$ cat src/rtl/if_pc_fetch.sv
// Instruction-fetch stage: PC register, single-outstanding instruction-memory read
// handshake, redirect (branch/jump) target generation and cancellation of stale fetches.
module if_pc_fetch #(
    parameter logic [31:0] RESET_PC = 32'hBFC0_0000
) (
    input  logic        clk,
    input  logic        resetn,
    input  logic        br_taken,
    input  logic [31:0] br_pc,
    input  logic [31:0] br_offset,
    input  logic        jump,
    input  logic [25:0] jump_index,
    output logic        inst_req,
    output logic [31:0] inst_addr,
    input  logic        inst_addr_ok,
    input  logic        inst_data_ok,
    input  logic [31:0] inst_rdata,
    output logic        if_valid,
    output logic [31:0] if_pc,
    output logic [31:0] if_inst,
    input  logic        id_ready
);

    typedef enum logic [1:0] {
        START = 2'd0,
        REQ   = 2'd1,
        WAIT  = 2'd2,
        HOLD  = 2'd3
    } state_t;

    state_t      state_r, state_s;
    logic [31:0] pc_r, pc_s;
    logic [31:0] redir_r, redir_s;
    logic        cancel_r, cancel_s;
    logic        if_valid_r, if_valid_s;
    logic [31:0] if_pc_r, if_pc_s;
    logic [31:0] if_inst_r, if_inst_s;
    logic        inst_req_r;
    logic        redirect_s;
    logic [31:0] pc4_s;
    logic [31:0] target_s;

    // Redirect target; a jump overrides a simultaneous branch so the stage never stalls
    always_comb begin
        pc4_s      = br_pc + 32'd4;
        redirect_s = br_taken | jump;
        if (jump) begin
            target_s = {pc4_s[31:28], jump_index, 2'b00};
        end else begin
            target_s = pc4_s + br_offset;
        end
    end

    // Next-state and datapath update for the fetch sequencer
    always_comb begin
        state_s    = state_r;
        pc_s       = pc_r;
        redir_s    = redir_r;
        cancel_s   = cancel_r;
        if_valid_s = if_valid_r;
        if_pc_s    = if_pc_r;
        if_inst_s  = if_inst_r;
        case (state_r)
            START: begin
                if (redirect_s) begin
                    pc_s = target_s;
                end else begin
                    pc_s = pc_r;
                end
                state_s = REQ;
            end
            REQ: begin
                // The address already on the bus must stay put; the read is cancelled later.
                if (redirect_s) begin
                    cancel_s = 1'b1;
                    redir_s  = target_s;
                end else begin
                    cancel_s = cancel_r;
                end
                if (inst_addr_ok) begin
                    state_s = WAIT;
                end else begin
                    state_s = REQ;
                end
            end
            WAIT: begin
                if (inst_data_ok) begin
                    if (redirect_s) begin
                        pc_s     = target_s;
                        redir_s  = target_s;
                        cancel_s = 1'b0;
                        state_s  = REQ;
                    end else if (cancel_r) begin
                        pc_s     = redir_r;
                        cancel_s = 1'b0;
                        state_s  = REQ;
                    end else begin
                        if_inst_s  = inst_rdata;
                        if_pc_s    = pc_r;
                        if_valid_s = 1'b1;
                        pc_s       = pc_r + 32'd4;
                        state_s    = HOLD;
                    end
                end else if (redirect_s) begin
                    cancel_s = 1'b1;
                    redir_s  = target_s;
                end else begin
                    state_s = WAIT;
                end
            end
            HOLD: begin
                if (redirect_s) begin
                    if_valid_s = 1'b0;
                    pc_s       = target_s;
                    state_s    = REQ;
                end else if (id_ready) begin
                    if_valid_s = 1'b0;
                    state_s    = REQ;
                end else begin
                    state_s = HOLD;
                end
            end
            default: begin
                state_s = START;
            end
        endcase
    end

    // State and output registers
    always_ff @(posedge clk or negedge resetn) begin
        if (!resetn) begin
            state_r    <= START;
            pc_r       <= RESET_PC;
            redir_r    <= 32'd0;
            cancel_r   <= 1'b0;
            if_valid_r <= 1'b0;
            if_pc_r    <= 32'd0;
            if_inst_r  <= 32'd0;
            inst_req_r <= 1'b0;
        end else begin
            state_r    <= state_s;
            pc_r       <= pc_s;
            redir_r    <= redir_s;
            cancel_r   <= cancel_s;
            if_valid_r <= if_valid_s;
            if_pc_r    <= if_pc_s;
            if_inst_r  <= if_inst_s;
            inst_req_r <= (state_s == REQ);
        end
    end

    assign inst_req  = inst_req_r;
    assign inst_addr = pc_r;
    assign if_valid  = if_valid_r;
    assign if_pc     = if_pc_r;
    assign if_inst   = if_inst_r;

endmodule

$ cat config.mk
export PLATFORM = sky130hd
export DESIGN_NAME = if_pc_fetch
export DESIGN_NICKNAME = d
export VERILOG_FILES = /design/src/rtl/if_pc_fetch.sv
export SDC_FILE = /design/constraint.sdc
export NUM_CORES = 1
export LEC_CHECK = 0
export BUFFER_PORTS_ARGS = -buffer_cell sky130_fd_sc_hd__buf_2
export CAP_MARGIN = 25
export CORE_MARGIN = 4
export CORE_UTILIZATION = 35
export DETAILED_ROUTE_END_ITERATION = 10
export PLACE_DENSITY = 0.55
export SYNTH_ARGS = -nofsm -noshare
export SYNTH_HDL_FRONTEND = slang
export SYNTH_SLANG_ARGS = --single-unit
$ cat constraint.sdc
create_clock -name clk -period 4.7 [get_ports clk]
set_clock_uncertainty 0.05 [all_clocks]
set_input_delay 0.47 -clock clk [delete_from_list [all_inputs] [get_ports clk]]
set_output_delay 0.47 -clock clk [all_outputs]
set_load 0.05 [all_outputs]
==> results.json <==
{
  "status": "completed",
  "worst-path-max-fanout": 7,
  "gr-total-overflow": 0,
  "final-setup-viol-count": 0,
  "fp.dieH_um": 169,
  "use_met1_pct": 27.6,
  "ant_nets": 0,
  "crit_chain": "buf_2 > ha_1 > nand4_1 > nor3_1 > and3_1 > xor2_1 > ha_1 > a21oi_1 > o21ai_0 > nor3_1 > a2111oi_2 > or3_1 > a31oi_1 > o21ai_0",
  "vdd_drop_max_mv": 0.266,
  "layout_commonest_cell": "buf_2",
  "grt_pass1_wl_mm": 43.7,
  "clock_latency_ps": 420,
  "synth-edff-count": 0,
  "synthCells": 994,
  "cap_violations": 0,
  "cts_resized": 0,
  "power.leakage_nw": 5.37,
  "worst_hold_path_type": "primary input to flip-flop",
  "cp-end-kind": "flip-flop",
  "crit_family": "simple AND/OR/NAND/NOR gates",
  "critPathSlowestCell": "nor3_1",
  "multi_input_area_um2": 5400,
  "crit_buf_inv": 1,
  "busiest_layer": "met2",
  "num_vias": 8187,
  "ys_ff_latch": 133,
  "finalSetupTns_ps": 0,
  "slowest_delay_ps": 480,
  "fin_hold_ws_ps": 230,
  "post-route-period-util_pct": 76.9,
  "path_clk_slew_ps": 60,
  "io_buffers": 226,
  "antenna_cells": 0,
  "drc": 0,
  "grt_max_degree": 101,
  "tightest_slew_ps": 839,
  "hpwl_mm": 20.9,
  "clockRootBuffer": "clkbuf_16",
  "gp_congestion": 0.856,
  "yosysWarnings": 0,
  "avgRoutedWirePerCell_um": 17.7,
  "ys_seq_area_share_pct": 36.8,
  "grt_pass1_vias": 7958,
  "syn_area_um2": 9060,
  "grt_usage_pct": 18.9,
  "first_iter_violations": 582,
  "via_per_inst": 5.30,
  "boundaryPins": 227,
  "syn-num-nets": 1167,
  "min_period_ps": 3610,
  "cp.arrival_ps": 3830,
  "final_cell_area_um2": 11100,
  "cts_sinks": 133,
  "use_met3_pct": 3.36,
  "criticalPathCategory": "primary input to flip-flop",
  "h-tree-depth": 4,
  "ys.flop_type": "dfrtp_1",
  "avgSynthCellArea_um2": 9.12,
  "fp.dieW_um": 169,
  "yosysUniqueCellTypes": 81,
  "post_dp_cell_area_um2": 10500,
  "async_flop_share_pct": 100,
  "register_area_um2": 3340,
  "drt-pass1-iter-count": 5,
  "routed_wl_mm": 27.4,
  "antenna_found_initial": 0,
  "rows": 58,
  "relSlewSlack_pct": 43.7,
  "cts_tree": "built",
  "clockBufferDepth": 2,
  "required_ps": 4910,
  "layout-drive-gt1-share_pct": 30.9,
  "cts_buffers": 17,
  "start_util_pct": 35.8,
  "syn_to_final_growth_pct": 22.7,
  "fillCellCount": 2541,
  "core_um2": 25300,
  "worstSetupStartpointType": "primary input",
  "rsz0062_at_grt": "no",
  "drv_slew": 0,
  "layout.nets": 1376,
  "die-area_um2": 28500,
  "hold_viol": 0,
  "max_freq_mhz": 277,
  "r2r_slack_ps": 1670,
  "layout_common_cells": "buf_2 (225), dfrtp_1 (124), nand2_1 (110), o21ai_0 (81), nor2_1 (67)",
  "total_power_mw": 6.21,
  "power.density_nw_per_um2": 558,
  "met2_usage_pct": 29.4
}
path summary, 6_finish.rpt:
kind,startpoint,endpoint,cells past startpoint
worst max-delay path,br_pc[2],redir_r[27],14
worst min-delay path,inst_rdata[9],if_inst[9],2
worst max register to register,inst_addr[2],inst_addr[24],8
worst min register to register,redir_r[15],redir_r[15],2
max in group asynchronous,resetn,inst_addr[27],3
min in group asynchronous,resetn,if_pc[9],2
cell usage after synthesis, types with 4 or more instances:
cell	number	share of area [%]
a21o_1	18	1.5
mux2_2	66	8.2
mux2i_1	15	1.7
ha_1	43	5.9
nor2_1	67	2.8
o211ai_1	8	0.66
and2_1	9	0.62
dfstp_2	9	2.6
or3_1	4	0.28
inv_1	24	0.99
and3_1	19	1.3
a221oi_1	7	0.68
o21a_1	8	0.66
o21ai_0	82	4.5
nor3_1	14	0.77
nand3_1	41	2.3
o21bai_1	6	0.50
nand2_1	110	4.6
and3_2	4	0.33
nand2b_1	6	0.41
or4_1	4	0.33
a211oi_1	9	0.75
xor2_1	27	2.6
clkbuf_1	37	1.5
and4_1	6	0.58
xnor2_1	43	4.2
dfrtp_1	124	34
buf_2	5	0.28
nor4_1	7	0.48
nand4_1	15	1.0
a31oi_1	10	0.69
a21oi_1	63	3.5
kinds of logic after synthesis:
kind of cell             Yosys count  share of synthesized area (%)
buffers and inverters             76                           3.66
AO/OA/AOI/OAI                    268                           19.5
XOR/XNOR                          70                           6.77
multiplexers                      81                           9.86
adder cells (fa/ha/maj)           44                           6.16
AND/OR/NAND/NOR                  322                           17.2
flip-flops                       133                           36.8
report_power, final:
group          total [mW]  switching [mW]  internal [mW]
combinational        2.93            2.02          0.913
clock                1.32           0.520          0.803
sequential           1.95           0.400           1.55
total                6.21            2.94           3.27
worst reg2reg max path: cells and delay by family (launching register included):
family	cells	cell delay (ps)
simple gates	4	1320
fa+ha+maj	1	250
compound gates	3	870
flops	1	440
metrics by stage:
step | util (%) | worst slack (ps) | std cells
finish | 43.9 | 1090 | 1546
global route | 43.9 | 729 | 1546
CTS | 43.8 | 1080 | 1544
detailed placement | 41.4 | 657 | 1512
global placement | 41.4 | 721 | 1511
floorplan | - | 1290 | 994
routing by layer:
layer  routed length [um]  share of wire (%)
met1                13100                 48
met2                12000                 44
met3                 1980                7.2
met4                  293                1.1
met5                    0                  0
sequential cells by signal, indices dropped and copies added, names as in the netlist:
signal,cells
inst_addr,32
if_valid,1
inst_req,1
cancel_r,1
if_inst,32
if_pc,32
redir_r,32
state_r,2
what timing repair did:
item                                   in CTS  in global routing
endpoints found under the hold margin       0                  9
setup endpoints to repair                   0                  0
hold buffers                                0                  1
buffers inserted                            0                  0
area by class of cell:
type | instances | area share [%]
Clock inverter | 13 | 1.32
Multi-Input combinational cell | 785 | 48.6
Clock buffer | 19 | 3.98
Tap cell | 330 | 3.71
Inverter | 24 | 0.810
Timing Repair Buffer | 242 | 11.6
Sequential cell | 133 | 30.0
Power figures use the tool's default switching activity.
